## src/rtl/puf_enroll_path_pkg.sv

```systemverilog
// Shared constants, FSM encoding and bit-serial step functions for the PUF enrollment path.
package puf_enroll_path_pkg;

  localparam int DATA_W = 256;
  localparam int BLK_W  = 32;
  localparam int NBLK   = 8;
  localparam int PAR_W  = 12;
  localparam int HLP_W  = NBLK * PAR_W;

  localparam logic [PAR_W-1:0] POLY      = 12'h80F;
  // Taps at lfsr[7], lfsr[5], lfsr[4], lfsr[3]
  localparam logic [7:0]       LFSR_TAPS = 8'hB8;

  typedef enum logic [1:0] {
    ST_IDLE  = 2'd0,
    ST_LOAD  = 2'd1,
    ST_SHIFT = 2'd2,
    ST_DONE  = 2'd3
  } state_t;

  function automatic logic [7:0] lfsr_next(input logic [7:0] lfsr);
    return {lfsr[6:0], ^(lfsr & LFSR_TAPS)};
  endfunction

  function automatic logic [PAR_W-1:0] rem_next(input logic [PAR_W-1:0] rem, input logic s);
    logic fb;
    fb = s ^ rem[PAR_W-1];
    return {rem[PAR_W-2:0], 1'b0} ^ (fb ? POLY : {PAR_W{1'b0}});
  endfunction

endpackage

```

## src/rtl/puf_bch_par_ser.sv

```systemverilog
// Serial cyclic-code remainder engine; one bit per enabled clock, clear has priority.
module puf_bch_par_ser
  import puf_enroll_path_pkg::*;
(
  input  logic             clk,
  input  logic             reset_n,
  input  logic             clr,
  input  logic             en,
  input  logic             bit_in,
  output logic [PAR_W-1:0] rem_out
);

  // Remainder register update
  always_ff @(posedge clk or negedge reset_n) begin
    if (!reset_n) begin
      rem_out <= {PAR_W{1'b0}};
    end else if (clr) begin
      rem_out <= {PAR_W{1'b0}};
    end else if (en) begin
      rem_out <= rem_next(rem_out, bit_in);
    end else begin
      rem_out <= rem_out;
    end
  end

endmodule

```

## src/rtl/puf_enroll_path.sv

```systemverilog
// PUF enrollment datapath: LFSR-scrambles a 256-bit response bit-serially and
// produces 8 x 12-bit cyclic-code helper words over the scrambled stream.
module puf_enroll_path
  import puf_enroll_path_pkg::*;
(
  input  logic              clk,
  input  logic              reset_n,
  input  logic              start,
  input  logic [7:0]        seed,
  input  logic [0:DATA_W-1] data_in,
  output logic              busy,
  output logic              done,
  output logic [0:DATA_W-1] scr_out,
  output logic [0:HLP_W-1]  helper
);

  state_t            state_r;
  logic [7:0]        cnt_r;
  logic [7:0]        lfsr_r;
  logic [0:DATA_W-1] data_r;

  logic              scr_bit_s;
  logic              blk_end_s;
  logic              rem_clr_s;
  logic              rem_en_s;
  logic [PAR_W-1:0]  rem_s;
  logic [PAR_W-1:0]  rem_nxt_s;
  logic [2:0]        blk_idx_s;

  // Per-bit scramble and remainder control for the current shift cycle
  always_comb begin
    scr_bit_s = data_r[0] ^ lfsr_r[7];
    blk_end_s = (cnt_r[4:0] == 5'd31);
    blk_idx_s = cnt_r[7:5];
    rem_nxt_s = rem_next(rem_s, scr_bit_s);
    rem_en_s  = 1'b0;
    rem_clr_s = 1'b0;
    if (state_r == ST_LOAD) begin
      rem_clr_s = 1'b1;
    end else if (state_r == ST_SHIFT) begin
      rem_en_s  = 1'b1;
      rem_clr_s = blk_end_s;
    end else begin
      rem_clr_s = 1'b0;
    end
  end

  puf_bch_par_ser u_par (
    .clk     (clk),
    .reset_n (reset_n),
    .clr     (rem_clr_s),
    .en      (rem_en_s),
    .bit_in  (scr_bit_s),
    .rem_out (rem_s)
  );

  // Control FSM with datapath registers and registered outputs
  always_ff @(posedge clk or negedge reset_n) begin
    if (!reset_n) begin
      state_r <= ST_IDLE;
      cnt_r   <= 8'd0;
      lfsr_r  <= 8'd0;
      data_r  <= {DATA_W{1'b0}};
      busy    <= 1'b0;
      done    <= 1'b0;
      scr_out <= {DATA_W{1'b0}};
      helper  <= {HLP_W{1'b0}};
    end else begin
      case (state_r)
        ST_IDLE: begin
          done <= 1'b0;
          if (start) begin
            state_r <= ST_LOAD;
            busy    <= 1'b1;
          end else begin
            state_r <= ST_IDLE;
          end
        end
        ST_LOAD: begin
          data_r  <= data_in;
          lfsr_r  <= seed;
          cnt_r   <= 8'd0;
          scr_out <= {DATA_W{1'b0}};
          helper  <= {HLP_W{1'b0}};
          state_r <= ST_SHIFT;
        end
        ST_SHIFT: begin
          scr_out[cnt_r] <= scr_bit_s;
          data_r         <= {data_r[1:DATA_W-1], 1'b0};
          lfsr_r         <= lfsr_next(lfsr_r);
          cnt_r          <= cnt_r + 8'd1;
          // Remainder MSB lands at the lowest index of the block's helper slot
          if (blk_end_s) begin
            helper[int'(blk_idx_s)*PAR_W +: PAR_W] <= rem_nxt_s;
          end else begin
            helper <= helper;
          end
          if (cnt_r == 8'd255) begin
            state_r <= ST_DONE;
            busy    <= 1'b0;
            done    <= 1'b1;
          end else begin
            state_r <= ST_SHIFT;
          end
        end
        ST_DONE: begin
          done    <= 1'b0;
          state_r <= ST_IDLE;
        end
        default: begin
          state_r <= ST_IDLE;
          busy    <= 1'b0;
          done    <= 1'b0;
        end
      endcase
    end
  end

endmodule

```

## config.mk

```make
export PLATFORM = sky130hd
export DESIGN_NAME = puf_enroll_path
export DESIGN_NICKNAME = d
export VERILOG_FILES = /design/src/rtl/puf_enroll_path_pkg.sv /design/src/rtl/puf_bch_par_ser.sv /design/src/rtl/puf_enroll_path.sv
export SDC_FILE = /design/constraint.sdc
export NUM_CORES = 1
export LEC_CHECK = 0
export CORE_ASPECT_RATIO = 1.4
export CORE_MARGIN = 1
export CORE_UTILIZATION = 50
export DETAILED_ROUTE_END_ITERATION = 16
export HOLD_SLACK_MARGIN = 0.06
export PLACE_DENSITY = 0.9
export SLEW_MARGIN = 30
export SYNTH_ARGS = -nofsm -noshare
export SYNTH_HDL_FRONTEND = slang
export SYNTH_HIERARCHICAL = 1
export SYNTH_SLANG_ARGS = --single-unit
```

## constraint.sdc

```tcl
create_clock -name clk -period 3 [get_ports clk]
set_input_delay 0.6 -clock clk [delete_from_list [all_inputs] [get_ports clk]]
set_output_delay 0.6 -clock clk [all_outputs]
set_load 0.01 [all_outputs]
```

==> impl_results.md, run 1 <==
* Layout cells sized above 1 at 0.0646
* Maximum VDD drop at 554 uV
* Yosys warnings at 6
* Kind of critical path: flop to flop
* Max incr delay on CP at 0.52 ns
* Crit-path slowest cell: dfrtp_1
* Post-synth EDFFs at 0
* Total CTS buffers at 59
* Maximum root-to-sink buffer count at 3
* Setup TNS at 0 ns
* Worst EP required at 3.54 ns
* Clock root buffer: clkbuf_16
* Ys flop type: dfrtp_1
* #FFs+latches synth at 640
* HP Class: flop to flop
* Final Hold Vio Count at 0
* Worst slew pin tran at 0.750 ns
* Clk Latency, worst-skew pair at 0.64 ns
* Post-synthesis cell area at 29,000 sq um
* Rel. slew slack at 0.500
* IO Pins at 621
* TritonCTS clock tree: built
* DP Area at 36,100 sq um
* Layout area overhead at 31.0%
* TritonRoute pass-1 iters at 6
* Worst Path Arrival at 3.35 ns
* Chip Width at 206 um
* Number of global-route vias before repair at 24,300
* Via count at 24,331
* FMAX at 357 MHz
* Met1 usage at 0.355
* Post-DP HPWL at 62,000 um
* Async S/R FF share, synth at 1.00
* Final setup fails at 0
* P_leak at 17.7 nW
* Run status: finished clean
* RSZ-0062 raised after global routing: false
* Syn nets at 3,013
* Avg Vias per Cell at 6.03
* Min Clock Period, post-route at 2.80 ns
* Total wire length at 90,600 um
* Final instance area at 38,100 sq um
* Full die area at 59,100 sq um
* Initial DRC count at 2,169
* Largest net degree at the start of global routing at 189
* Most used cell, CP: nor2_1
* Fin crit share at 0.934
* Cell Rows at 104
* Final ANT Viol Nets at 0
* Die Y at 287 um
* Setup crit end kind: flop
* Nets at 3,522
* Post-Synthesis Cells at 2,727
* Grt met2 use at 0.514
* Global-route wire length before repair at 138,000 um
* # clock sinks at 640
* Reported max-cap violation count at 0
* Met3 GRT Util at 0.0774
* Final-report max-slew violation count at 0
* CP cell instances: ha_1 -> fa_1 -> buf_4 -> nor2_1 -> o21ai_0 -> nor2_1 -> mux2i_1
* GP Congestion at 0.899
* GRT busiest layer: met2
* Clock Skews at 0.0381 ns
* Pwr per Cell Area at 566 nW/um^2
* Sequential area share after synthesis at 0.551
* Global-route usage over all layers at 0.303
* Max FO, Critical Path at 12
* Delay-heaviest family, CP: adder cells
* Wire per inst at 22.5 um
* Synth unique cells at 56
* Reg clk slew, reported paths at 0.07 ns
* Critical path buffer and inverter count at 1
* Remaining Overflow, GRT at 0
* Buffer count from post-CTS setup fixing at 0
* Buffers on Ports at 620
* Htree depth at 2
* Core area at 57,500 sq um
* # DRC at 0
* Post-Syn Area per Cell at 10.7 sq um
* Antenna violations before repair at 10
* Initial core utilization at 0.505
* Startpoint Class: flop
stage by stage:
step | setup slack (ns) | util | hold WS [ns] | instances | total power, mW
after global routing | 0.0308 | 0.662 | 0.529 | 4033 | 22.3
after detailed placement | 0.235 | 0.628 | 0.489 | 3916 | 14.0
final | 0.197 | 0.662 | 0.503 | 4033 | 21.5
after global placement | 0.307 | 0.628 | 0.481 | 3916 | 13.9
after CTS | 0.206 | 0.661 | 0.505 | 4026 | 21.6
after floorplan | 0.426 | - | 0.304 | 2727 | 11.9
tightest hold or removal path: stages, from the launching register on:
cell	delay [ns]
dfrtp_1	0.34
nand3_1	0.06
o21ai_0	0.07
kinds of logic after synthesis:
logic type,count (synthesis),synth area share
AO/OA/AOI/OAI,872,0.199
flip-flops,640,0.551
AND/OR/NAND/NOR,559,0.0797
multiplexers,343,0.118
buffers and inverters,279,0.0377
adder cells (fa/ha/maj),19,0.00844
XOR/XNOR,15,0.00581
final cells by class:
cell class                 count  area, sq um
antenna                        7         17.5
clock buffer                  85         1710
clock inverter                24          211
fill                        4154        19500
inverter                      17         63.8
multi-input combinational   1808        12000
sequential                   640        16000
tap                          742          928
timing repair buffer         710         7130
placed cells by master, fill, tap and decap left out, types with 16 or more instances in the layout:
master and instances:
dfrtp_1 640, clkdlybuf4s50_1 619, mux2i_1 340, nor2_1 326
a21oi_1 287, o31ai_1 251, o211ai_1 247, nand2_1 113
nand3_1 75, buf_4 70, clkbuf_16 59, o21ai_0 43
buf_12 19, inv_1 17, ha_1 16
routing by layer:
| layer | vias up | wire length [um] |
|---|---|---|
| met5 | - | 31 |
| li1 | 11008 | - |
| met2 | 1185 | 45500 |
| met1 | 11871 | 32700 |
| met4 | 4 | 4540 |
| met3 | 263 | 7840 |
final timing paths:
kind / slack, ns / startpoint / cells past startpoint / end
max: 0.20 / cnt_r[6]$_DFFE_PN0P_ / 7 / helper[18]$_DFFE_PN0P_
min: 0.50 / helper[10]$_DFFE_PN0P_ / 2 / helper[10]$_DFFE_PN0P_
max reg2reg: 0.20 / cnt_r[6]$_DFFE_PN0P_ / 7 / helper[18]$_DFFE_PN0P_
min reg2reg: 0.50 / helper[10]$_DFFE_PN0P_ / 2 / helper[10]$_DFFE_PN0P_
max in group asynchronous: 1.52 / reset_n / 3 / cnt_r[2]$_DFFE_PN0P_
min in group asynchronous: 0.52 / reset_n / 2 / data_r[70]$_DFFE_PN0P_
registers in the layout, summed over array words and instances (netlist names):
name,flops
busy,1
u_par/rem_out,12
helper,96
state_r,2
done,1
lfsr_r,8
cnt_r,8
scr_out,256
data_r,256
power breakdown:
| group | internal [mW] | switching [mW] | leakage (nW) | total (mW) |
|---|---|---|---|---|
| registers | 9.27 | 0.531 | 8.27 | 9.80 |
| clock network | 4.16 | 3.43 | 0.959 | 7.60 |
| logic | 1.79 | 2.33 | 8.47 | 4.13 |
| total | 15.2 | 6.30 | 17.7 | 21.5 |
Yosys cell counts (4+ instances only):
library cell | count | area share
nand2b_1 | 7 | 0.0015
inv_1 | 17 | 0.0022
o211ai_1 | 247 | 0.064
nand3_1 | 75 | 0.013
xnor2_1 | 7 | 0.0021
a22oi_1 | 4 | 0.0010
nor3_1 | 4 | 0.00069
buf_1 | 16 | 0.0021
ha_1 | 18 | 0.0078
a21oi_1 | 287 | 0.049
and3_1 | 5 | 0.0011
buf_2 | 29 | 0.0050
nor2b_1 | 6 | 0.0013
nand2_1 | 114 | 0.015
mux2i_1 | 340 | 0.12
nor2_1 | 326 | 0.042
o31ai_1 | 251 | 0.065
xor2_1 | 4 | 0.0012
nand4_1 | 5 | 0.0011
nor2_2 | 4 | 0.00086
dfrtp_1 | 640 | 0.55
o21ai_0 | 43 | 0.0074
clkbuf_1 | 213 | 0.028
a31oi_1 | 7 | 0.0015
o2bb2ai_1 | 6 | 0.0018
repair_timing:
action | CTS | global route
hold buffers | 1 | 0
gates resized for setup | 0 | 0
hold endpoints to repair | 49 | 0
Note: power is estimated with default switching activity, not from simulation.
==> run 2: changes to the inputs <==
CORE_ASPECT_RATIO = default   (was 1.4)
CORE_UTILIZATION = 51   (was 50)
PLACE_DENSITY = 0.91   (was 0.9)
SKIP_CTS_REPAIR_TIMING = 1   (was default)
==> run 2 against run 1 <==
Compared with the run above:
- register-to-register slack improved by 0.098 ns
- sequential power is 0.4% higher
- largest cell class unchanged
- setup slack better by 0.098 ns
- largest power group unchanged
- core utilization is 1.8 points higher
- clock skew down 0.013 ns
==> impl_results.md, run 2 (same netlist as run 1, synthesis figures left out) <==
* Met3 WL at 8720 um (+11%)
* Hold_sp: helper[12]$_DFFE_PN0P_
* Pwr per Cell Area at 578 nW/um^2 (+2.1%)
* Final Non-Filler Cells at 4,057 (+0.60%)
* P_leak at 17.8 nW (+0.84%)
* Gate power share at 0.185 (-0.007)
* Initial core utilization at 0.515 (+0.0101)
* FILL cells at 4,036 (-2.8%)
* Biggest registers after layout: data_r x256, scr_out x256, helper x96
* Global-route wire length before repair at 138,000 um (about the same)
* FMAX at 370 MHz (+3.6%)
* Reg power frac at 0.444 (-0.011)
* Final core utilization at 0.680 (+0.0184)
* Internal power at 15.8 mW (+3.7%)
* Layout area overhead at 32.0%
* TritonCTS clock tree: built
* Fin worst setup slack at 0.295 ns (+0.0982 ns)
* Worst slew pin tran at 0.752 ns (+0.00245 ns)
* Sw frac at 0.287 (-0.00589)
* Top routing layer in use: met5
* Total wire length at 90,800 um (+0.20%)
* Layout cells sized above 1 at 0.0679 (+0.00334)
* Cell Rows at 87 (-16%)
* Path depth of the worst reg2reg path at 7 (unchanged)
* Via count at 24,372 (+0.17%)
* Htree depth at 3 (+1)
* Run status: finished clean
* Worst EP required at 3.50 ns (-0.04 ns)
* Most common cell after layout, fill and taps aside: dfrtp_1
* Global-route usage over all layers at 0.308 (+0.00504)
* Chip Width at 241 um (+17%)
* Reported max-cap violation count at 0 (unchanged)
* Final instance area at 38,300 sq um (+0.77%)
* Remaining Overflow, GRT at 0 (unchanged)
* RSZ-0062 raised after global routing: false
* IO Pins at 621 (unchanged)
* Worst Path Arrival at 3.20 ns (-0.15 ns)
* Core area at 56,400 sq um (-2.0%)
* Clk Latency, worst-skew pair at 0.60 ns (-0.04 ns)
* Setup TNS at 0 ns (unchanged)
* Die Y at 241 um (-16%)
* Post-Route M1 WL at 34,000 um (+3.9%)
* Clock root buffer: clkbuf_16
* Kind of critical path: flop to flop
* DP Area at 36,200 sq um (+0.21%)
* R2R Setup Slk at 0.29 ns (+0.10 ns)
* Final setup fails at 0 (unchanged)
* Antenna violations before repair at 6 (-4)
* Nets at 3,535 (+0.37%)
* Final Hold Vio Count at 0 (unchanged)
* Startpoint Class: flop
* Clock Skews at 0.0251 ns (-0.0130 ns)
* Reg clk slew, reported paths at 0.06 ns (about the same)
* Dpl cells at 3,936 (+0.51%)
* TritonRoute pass-1 iters at 6 (unchanged)
* Total CTS buffers at 66 (+12%)
* Final ANT Viol Nets at 0 (unchanged)
* Avg Vias per Cell at 6.01 (-0.42%)
* Initial DRC count at 2,275 (+4.9%)
* HP Class: flop to flop
* Routed wl met2 at 42,900 um (-5.7%)
* Full die area at 57,900 sq um (-2.0%)
* Final-report max-slew violation count at 0 (unchanged)
* Setup crit end kind: flop
* GP Congestion at 0.987 (+9.9%)
* # DRC at 0 (unchanged)
* Post-DP HPWL at 62,000 um (about the same)
* Rel. slew slack at 0.498 (-0.00164)
* Maximum VDD drop at 546 uV (-1.4%)
* # clock sinks at 640 (unchanged)
* Worst R2R Start: cnt_r[5]$_DFFE_PN0P_
* Buffers on Ports at 620 (unchanged)
* Largest net degree at the start of global routing at 168 (-11%)
* Crit path launch: cnt_r[5]$_DFFE_PN0P_
* Maximum root-to-sink buffer count at 3 (unchanged)
* Number of global-route vias before repair at 24,131 (-0.70%)
* Setup WS pre-CTS at 0.310 ns (+0.0751 ns)
* Most frequent cells in the layout: 640 x dfrtp_1, 619 x clkdlybuf4s50_1, 340 x mux2i_1, 326 x nor2_1, 287 x a21oi_1
* P_sw at 6.35 mW (+0.81%)
* Wire per inst at 22.4 um (-0.39%)
* Critical path endpoint: helper[58]$_DFFE_PN0P_
* Min Clock Period, post-route at 2.71 ns (-0.0982 ns)
* Fin crit share at 0.902 (-0.0327)
* Max FO, Critical Path at 10 (-2)
* Clock Power Share at 0.370 (+0.017)
* End of the worst register-to-register path: helper[58]$_DFFE_PN0P_
[run 2: cell count changes in the layout (fill, tap and decap cells not counted), moves of 2 or more]
cell | previous run | this run
buf_4 | 70 | 75
clkbuf_1 | 12 | 15
clkbuf_16 | 59 | 67
clkbuf_8 | 14 | 20
clkinv_2 | 14 | 8
clkinv_8 | 0 | 2
clkinvlp_4 | 2 | 0
diode_2 | 7 | 2
[run 2: final cells by class]
class                           count  area, sq um  share of cell area
Clock buffer                      102         2010              0.0524
Antenna cell                        2         5.00            0.000131
Multi-Input combinational cell   1808        12000               0.312
Inverter                           17         63.8             0.00166
Clock inverter                     16          146             0.00382
Tap cell                          756          946              0.0247
Sequential cell                   640        16000               0.418
Timing Repair Buffer              716         7180               0.187
[run 2: per-stage QoR]
stage          total power, mW  hold slack (ns)
2_1_floorplan             11.9            0.304
3_3_place_gp              13.9            0.481
3_5_place_dp              14.0            0.489
4_1_cts                   22.2          -0.0119
5_1_grt                   23.0            0.543
6_report                  22.1            0.506
[run 2: layer usage]
layer | global-route usage | vias to the layer above
met2 | 0.493 | 1207
li1 | - | 11032
met3 | 0.0938 | 277
met1 | 0.371 | 11848
met4 | 0.172 | 8
met5 | 0 | -
[run 2: power by group through the flow]
stage          clock network (mW)  logic, mW  registers (mW)
6_report                     8.20       4.11            9.84
5_1_grt                      8.64       4.44            9.89
2_1_floorplan                   0       1.92            9.96
3_5_place_dp                    0       4.05            9.97
3_3_place_gp                    0       3.95            9.94
4_1_cts                      8.32       4.08            9.82
[run 2: how the worst min path moves through the flow]
stage | endpoint | slack [ns] | cells after the start
2_1_floorplan | busy$_DFFE_PN0P_ | 0.30 | 0
3_3_place_gp | helper[11]$_DFFE_PN0P_ | 0.48 | 2
3_5_place_dp | helper[12]$_DFFE_PN0P_ | 0.49 | 2
4_1_cts | data_r[247]$_DFFE_PN0P_ | -0.01 | 1
5_1_grt | helper[29]$_DFFE_PN0P_ | 0.54 | 2
6_report | helper[12]$_DFFE_PN0P_ | 0.51 | 2
[run 2: worst max-delay path, cell delays in order (launching register included)]
cell,delay [ns]
dfrtp_1,0.38
ha_1,0.26
fa_1,0.44
xor2_1,0.37
buf_4,0.25
nand2_1,0.20
nor2_1,0.47
mux2i_1,0.25
